### src/rtl/ack_sequencer_8259_if.sv
// Interface bundle for the 8259 acknowledge/EOI sequencer: CPU INTA#, OCW2 writes,
// priority/ISR inputs and the ISR command, INT and vector outputs.
interface ack_sequencer_8259_if;
    logic       interrupt_acknowledge_n;
    logic [7:0] interrupt_request;
    logic [7:0] highest_level_in_service;
    logic [4:0] vector_base;
    logic       auto_eoi;
    logic       ocw2_write;
    logic [7:0] ocw2_data;
    logic       interrupt_to_cpu;
    logic [7:0] interrupt;
    logic       start_in_service;
    logic [7:0] end_of_interrupt;
    logic [2:0] priority_rotate;
    logic [7:0] vector_out;
    logic       vector_out_enable;

    modport master (
        output interrupt_acknowledge_n, interrupt_request, highest_level_in_service,
               vector_base, auto_eoi, ocw2_write, ocw2_data,
        input  interrupt_to_cpu, interrupt, start_in_service, end_of_interrupt,
               priority_rotate, vector_out, vector_out_enable
    );

    modport slave (
        input  interrupt_acknowledge_n, interrupt_request, highest_level_in_service,
               vector_base, auto_eoi, ocw2_write, ocw2_data,
        output interrupt_to_cpu, interrupt, start_in_service, end_of_interrupt,
               priority_rotate, vector_out, vector_out_enable
    );
endinterface

### src/rtl/ack_sequencer_8259.sv
// 8086-mode INTA# sequencer and OCW2/AEOI end-of-interrupt decoder for the 8259 core.
// Every output is a register updated on the edge that samples its trigger.
module ack_sequencer_8259 (
    input  logic                 clock,
    input  logic                 reset,
    ack_sequencer_8259_if.slave  bus
);
    typedef enum logic [1:0] {IDLE, ACK1, GAP, ACK2} state_t;

    state_t     state_reg, state_next;
    logic       inta_prev_reg;
    logic [7:0] acked_level_reg, acked_level_next;
    logic       rotate_in_aeoi_reg, rotate_in_aeoi_next;
    logic       interrupt_to_cpu_reg, interrupt_to_cpu_next;
    logic [7:0] interrupt_reg, interrupt_next;
    logic       start_in_service_reg, start_in_service_next;
    logic [7:0] end_of_interrupt_reg, end_of_interrupt_next;
    logic [2:0] priority_rotate_reg, priority_rotate_next;
    logic [7:0] vector_out_reg, vector_out_next;
    logic       vector_out_enable_reg, vector_out_enable_next;

    logic       inta_fall, inta_rise;
    logic [2:0] ocw2_cmd, ocw2_level;
    logic [7:0] ocw2_eoi, aeoi_eoi;
    logic       ocw2_rotate_valid, aeoi_rotate_valid;
    logic [2:0] ocw2_rotate, aeoi_rotate;
    logic       unused_ocw2_bits;

    // One-hot to index; an empty vector maps to 7, which is the spurious vector.
    function automatic logic [2:0] level_index(input logic [7:0] onehot);
        logic [2:0] idx;
        idx = 3'd7;
        for (int i = 7; i >= 0; i--) begin
            if (onehot[i]) idx = 3'(i);
        end
        return idx;
    endfunction

    assign inta_fall        = ~bus.interrupt_acknowledge_n & inta_prev_reg;
    assign inta_rise        = bus.interrupt_acknowledge_n & ~inta_prev_reg;
    assign ocw2_cmd         = bus.ocw2_data[7:5];
    assign ocw2_level       = bus.ocw2_data[2:0];
    assign unused_ocw2_bits = ^bus.ocw2_data[4:3];

    always_comb begin
        state_next            = state_reg;
        acked_level_next      = acked_level_reg;
        vector_out_next       = vector_out_reg;
        interrupt_next        = 8'h00;
        start_in_service_next = 1'b0;
        aeoi_eoi              = 8'h00;
        aeoi_rotate_valid     = 1'b0;
        aeoi_rotate           = 3'd0;
        case (state_reg)
            IDLE: if (inta_fall) begin
                state_next            = ACK1;
                acked_level_next      = bus.interrupt_request;
                interrupt_next        = bus.interrupt_request;
                start_in_service_next = 1'b1;
            end
            ACK1: if (inta_rise) state_next = GAP;
            GAP: if (inta_fall) begin
                state_next      = ACK2;
                vector_out_next = {bus.vector_base, level_index(acked_level_reg)};
            end
            ACK2: if (inta_rise) begin
                state_next = IDLE;
                if (bus.auto_eoi && acked_level_reg != 8'h00) begin
                    aeoi_eoi          = acked_level_reg;
                    aeoi_rotate_valid = rotate_in_aeoi_reg;
                    aeoi_rotate       = level_index(acked_level_reg);
                end
            end
            default: state_next = IDLE;
        endcase

        ocw2_eoi            = 8'h00;
        ocw2_rotate_valid   = 1'b0;
        ocw2_rotate         = 3'd0;
        rotate_in_aeoi_next = rotate_in_aeoi_reg;
        if (bus.ocw2_write) begin
            case (ocw2_cmd)
                3'b001: ocw2_eoi = bus.highest_level_in_service;
                3'b011: ocw2_eoi = 8'h01 << ocw2_level;
                3'b101: begin
                    ocw2_eoi          = bus.highest_level_in_service;
                    ocw2_rotate_valid = |bus.highest_level_in_service;
                    ocw2_rotate       = level_index(bus.highest_level_in_service);
                end
                3'b111: begin
                    ocw2_eoi          = 8'h01 << ocw2_level;
                    ocw2_rotate_valid = 1'b1;
                    ocw2_rotate       = ocw2_level;
                end
                3'b110: begin
                    ocw2_rotate_valid = 1'b1;
                    ocw2_rotate       = ocw2_level;
                end
                3'b100:  rotate_in_aeoi_next = 1'b1;
                3'b000:  rotate_in_aeoi_next = 1'b0;
                default: ;
            endcase
        end

        // Both EOI sources may fire together; the CPU's explicit rotate overrides AEOI's.
        end_of_interrupt_next  = ocw2_eoi | aeoi_eoi;
        priority_rotate_next   = ocw2_rotate_valid ? ocw2_rotate :
                                 aeoi_rotate_valid ? aeoi_rotate : priority_rotate_reg;
        interrupt_to_cpu_next  = (state_next == IDLE) && (bus.interrupt_request != 8'h00);
        vector_out_enable_next = (state_next == ACK2);
    end

    always_ff @(posedge clock) begin
        if (reset) begin
            state_reg             <= IDLE;
            inta_prev_reg         <= 1'b1;
            acked_level_reg       <= 8'h00;
            rotate_in_aeoi_reg    <= 1'b0;
            interrupt_to_cpu_reg  <= 1'b0;
            interrupt_reg         <= 8'h00;
            start_in_service_reg  <= 1'b0;
            end_of_interrupt_reg  <= 8'h00;
            priority_rotate_reg   <= 3'b111;
            vector_out_reg        <= 8'h00;
            vector_out_enable_reg <= 1'b0;
        end else begin
            state_reg             <= state_next;
            inta_prev_reg         <= bus.interrupt_acknowledge_n;
            acked_level_reg       <= acked_level_next;
            rotate_in_aeoi_reg    <= rotate_in_aeoi_next;
            interrupt_to_cpu_reg  <= interrupt_to_cpu_next;
            interrupt_reg         <= interrupt_next;
            start_in_service_reg  <= start_in_service_next;
            end_of_interrupt_reg  <= end_of_interrupt_next;
            priority_rotate_reg   <= priority_rotate_next;
            vector_out_reg        <= vector_out_next;
            vector_out_enable_reg <= vector_out_enable_next;
        end
    end

    assign bus.interrupt_to_cpu  = interrupt_to_cpu_reg;
    assign bus.interrupt         = interrupt_reg;
    assign bus.start_in_service  = start_in_service_reg;
    assign bus.end_of_interrupt  = end_of_interrupt_reg;
    assign bus.priority_rotate   = priority_rotate_reg;
    assign bus.vector_out        = vector_out_reg;
    assign bus.vector_out_enable = vector_out_enable_reg;
endmodule

### src/flat_wrapper.sv
// flat-port wrapper written by rule: the top's interface ports become plain ports
module ack_sequencer_8259_flat 
  (clock, reset, bus_interrupt_acknowledge_n, bus_interrupt_request, bus_highest_level_in_service, bus_vector_base, bus_auto_eoi, bus_ocw2_write, bus_ocw2_data, bus_interrupt_to_cpu, bus_interrupt, bus_start_in_service, bus_end_of_interrupt, bus_priority_rotate, bus_vector_out, bus_vector_out_enable);
  ack_sequencer_8259_if bus_i ();
  input  logic clock;
  input  logic reset;
  input wire logic [$bits(bus_i.interrupt_acknowledge_n)-1:0] bus_interrupt_acknowledge_n;
  input wire logic [$bits(bus_i.interrupt_request)-1:0] bus_interrupt_request;
  input wire logic [$bits(bus_i.highest_level_in_service)-1:0] bus_highest_level_in_service;
  input wire logic [$bits(bus_i.vector_base)-1:0] bus_vector_base;
  input wire logic [$bits(bus_i.auto_eoi)-1:0] bus_auto_eoi;
  input wire logic [$bits(bus_i.ocw2_write)-1:0] bus_ocw2_write;
  input wire logic [$bits(bus_i.ocw2_data)-1:0] bus_ocw2_data;
  output wire logic [$bits(bus_i.interrupt_to_cpu)-1:0] bus_interrupt_to_cpu;
  output wire logic [$bits(bus_i.interrupt)-1:0] bus_interrupt;
  output wire logic [$bits(bus_i.start_in_service)-1:0] bus_start_in_service;
  output wire logic [$bits(bus_i.end_of_interrupt)-1:0] bus_end_of_interrupt;
  output wire logic [$bits(bus_i.priority_rotate)-1:0] bus_priority_rotate;
  output wire logic [$bits(bus_i.vector_out)-1:0] bus_vector_out;
  output wire logic [$bits(bus_i.vector_out_enable)-1:0] bus_vector_out_enable;
  assign bus_i.interrupt_acknowledge_n = bus_interrupt_acknowledge_n;
  assign bus_i.interrupt_request = bus_interrupt_request;
  assign bus_i.highest_level_in_service = bus_highest_level_in_service;
  assign bus_i.vector_base = bus_vector_base;
  assign bus_i.auto_eoi = bus_auto_eoi;
  assign bus_i.ocw2_write = bus_ocw2_write;
  assign bus_i.ocw2_data = bus_ocw2_data;
  assign bus_interrupt_to_cpu = bus_i.interrupt_to_cpu;
  assign bus_interrupt = bus_i.interrupt;
  assign bus_start_in_service = bus_i.start_in_service;
  assign bus_end_of_interrupt = bus_i.end_of_interrupt;
  assign bus_priority_rotate = bus_i.priority_rotate;
  assign bus_vector_out = bus_i.vector_out;
  assign bus_vector_out_enable = bus_i.vector_out_enable;
  ack_sequencer_8259 u_core (.clock(clock), .reset(reset), .bus(bus_i));
endmodule
### config.mk
export PLATFORM = sky130hd
export DESIGN_NAME = ack_sequencer_8259_flat
export DESIGN_NICKNAME = d
export VERILOG_FILES = /design/src/rtl/ack_sequencer_8259_if.sv /design/src/rtl/ack_sequencer_8259.sv /design/src/flat_wrapper.sv
export SDC_FILE = /design/constraint.sdc
export NUM_CORES = 1
export LEC_CHECK = 0
export ABC_AREA = 1
export CAP_MARGIN = 20
export CORE_UTILIZATION = 40
export DETAILED_ROUTE_END_ITERATION = 8
export PLACE_DENSITY = 0.82
export RECOVER_POWER = 25
export SLEW_MARGIN = 20
export SYNTH_ARGS = -nofsm -noshare
export SYNTH_HDL_FRONTEND = slang
export SYNTH_SLANG_ARGS = --single-unit
export TNS_END_PERCENT = 30
### constraint.sdc
create_clock -name clock -period 1.6 [get_ports clock]
set_input_delay 0.32 -clock clock [delete_from_list [all_inputs] [get_ports clock]]
set_output_delay 0.32 -clock clock [all_outputs]
set_load 0.05 [all_outputs]
==> impl_metrics.csv <==
group,metric,value,unit
finish,drive_gt1_share,17.7,%
timing,fin_skew,0.00537,ns
worst_setup_path,crit_slowest_cell,"clkbuf_1",
grt,track_usage,18.8,%
synthesis,synthCells,247,
timing,min_period_over_period,87.9,%
timing,slew_headroom,59.4,%
worst_setup_path,cpPeakStageDelay,0.47,ns
timing,layout_setup_ws,0.194,ns
synthesis,synth_mux_area_share,0,%
pwr,power,2370,uW
clock_tree,clk_latency,0.29,ns
worst_setup_path,critPathLaunchType,"register",
finish,layout_common_cells,"nand2_1 (48), dfxtp_1 (42), nor2_1 (33), inv_1 (30), clkdlybuf4s50_1 (30)",
place,gp_congestion,0.859,
synthesis,ys_warn_count,0,
clock_tree,cts_root_buf,"clkbuf_8",
synthesis,ys_seq_area_share,45.7,%
floorplanning,start_util,41.9,%
clock_tree,cts_tree,"built",
clock_tree,htreeDepth,2,
timing,hold_violations,0,
worst_setup_path,crit_fanout,2,
finish,area_growth,39.2,%
synthesis,postSynthAreaPerCell,7.44,sq um
place,portBuffers,61,
grt,grt_start_max_net_pins,27,
grt,antenna_found_initial,0,
clock_tree,cts_resized,0,
synthesis,synth_top_family_by_area,"simple AND/OR/NAND/NOR gates",
worst_setup_path,critPathKind,"reg -> out",
synthesis,synth-seq-cells,42,
route,firstDrtPassIters,4,
clock_tree,post_cts_buffers,0,
worst_setup_path,arrival,1.09,ns
route,wirelength,4200,um
floorplanning,coreArea,4380,sq um
timing,slew_violations,0,
finish,final_common_cell,"nand2_1",
clock_tree,cts_buffers,5,
floorplanning,die_area,4870,sq um
worst_setup_path,crit_path_end_kind,"output port",
route,first_iter_violations,72,
worst_setup_path,cp.buffers_inverters,1,
synthesis,synth_compound_area_share,13.4,%
finish,fin_cells,374,
finish,num-nets-final,356,
synthesis,synth_fa_ha_area_share,0,%
flow_run,drv_cap,0,
place,placed_cells,367,
run_status,status,"completed",
floorplanning,die_x,69.8,um
place,place_ws,-0.0553,ns
grt,grt_overflow_total,0,
synthesis,synth.net_count,281,
grt,grt_pass1_wl,7420,um
timing,rsz0062_at_grt,"false",
route,ant_nets,0,
synthesis,synth-simple-area-share,31.7,%
worst_setup_path,critPathRequiredTime,1.28,ns
grt,grt_pass1_vias,1732,
worst_hold_path,min_path_type,"reg -> reg",
timing,finalSetupTns,0,ns
synthesis,synth.distinct_cells,30,
pwr,p_per_area,928,nW/um^2
clock_tree,path_clk_slew,0.08,ns
worst_setup_path,crit_path_cell_trace,"clkbuf_1",
route,wl_per_cell,11.2,um
finish,diodes,0,
floorplanning,rows,24,
timing,setup_violations,0,
clock_tree,hold_buffers,0,
place,hpwl,3310,um
clock_tree,cts_buffer_depth,2,
pwr,ir_worst_vdd,0.682,mV
route,viasPerCell,4.79,
timing,worst_slew_pin_slew,0.612,ns
floorplanning,fp.dieH,69.8,um
timing,clock.fmax,711,MHz
clock_tree,cts_sinks,42,
route,drc_errors,0,
synthesis,synth.cell_area,1840,sq um
synthesis,synth-xor-area-share,0,%
floorplanning,io_pins,64,
timing,period_needed,1.41,ns
worst_setup_path,cp_top_family,"buffers and inverters",
pwr,p_leak,0.00116,uW
route,vias,1790,
## logic make-up (layout without fill, tap and decap cells)
| kind of cell | after synthesis | in the layout |
|---|---|---|
| DFF | 42 | 42 |
| buffers and inverters | 42 | 117 |
| and+or+nand+nor | 122 | 122 |
| AOI/OAI and AO/OA | 41 | 41 |
## cell type report
cell class	count	area, sq um
clock buffers	6	82.6
flip-flops and latches	42	841
fillers	409	1830
repair buffers	72	571
clock inverters	1	30.0
inverters	38	143
multi-input cells	163	827
well taps	52	65.1
## metrics by stage
| step | hold slack [ns] | util (%) | instance area [sq um] |
|---|---|---|---|
| 2_1_floorplan | 0.389 | - | 1840 |
| 3_3_place_gp | 0.450 | 57.2 | 2510 |
| 3_5_place_dp | 0.458 | 57.2 | 2510 |
| 4_1_cts | 0.468 | 59.8 | 2620 |
| 5_1_grt | 0.509 | 58.4 | 2560 |
| 6_report | 0.469 | 58.4 | 2560 |
## worst paths after layout
check	from	cells past startpoint	slack, ns	to
max	u_core.bus.vector_out[5]	1	0.19	bus_vector_out[5]
min	u_core.bus.vector_out[2]	2	0.47	u_core.bus.vector_out[2]
max reg2reg	u_core.inta_prev_reg	6	0.37	u_core.bus.vector_out[2]
min reg2reg	u_core.bus.vector_out[2]	2	0.47	u_core.bus.vector_out[2]
## synthesized netlist by cell type (all sizes together)
cell type | count | area (sq um)
a21oi | 4 | 20.0
a311oi | 1 | 8.76
a31oi | 1 | 6.26
buf | 3 | 21.3
clkbuf | 1 | 3.75
dfxtp | 42 | 841
inv | 38 | 143
nand2 | 52 | 215
nand3 | 25 | 148
nand3b | 1 | 7.51
nand4 | 1 | 12.5
nor2 | 38 | 168
nor3 | 1 | 5.00
nor4 | 2 | 12.5
o21ai | 20 | 104
o21bai | 1 | 7.51
o22ai | 14 | 100
or2 | 2 | 15.0
## metal layers
layer / vias up / global-route usage [%] / routed length [um]
met2: 47 / 30.8 / 2000
li1: 954 / - / -
met3: 5 / 5.09 / 251
met4: 0 / 7.33 / 50
met5: - / 0 / 0
met1: 784 / 23.5 / 1900
## power by group
part	switching (uW)	leakage [uW]	internal (uW)
Clock	336	0.0000573	499
Combinational	257	0.000761	175
Sequential	20.5	0.000342	1090
Power figures use the tool's default switching activity.
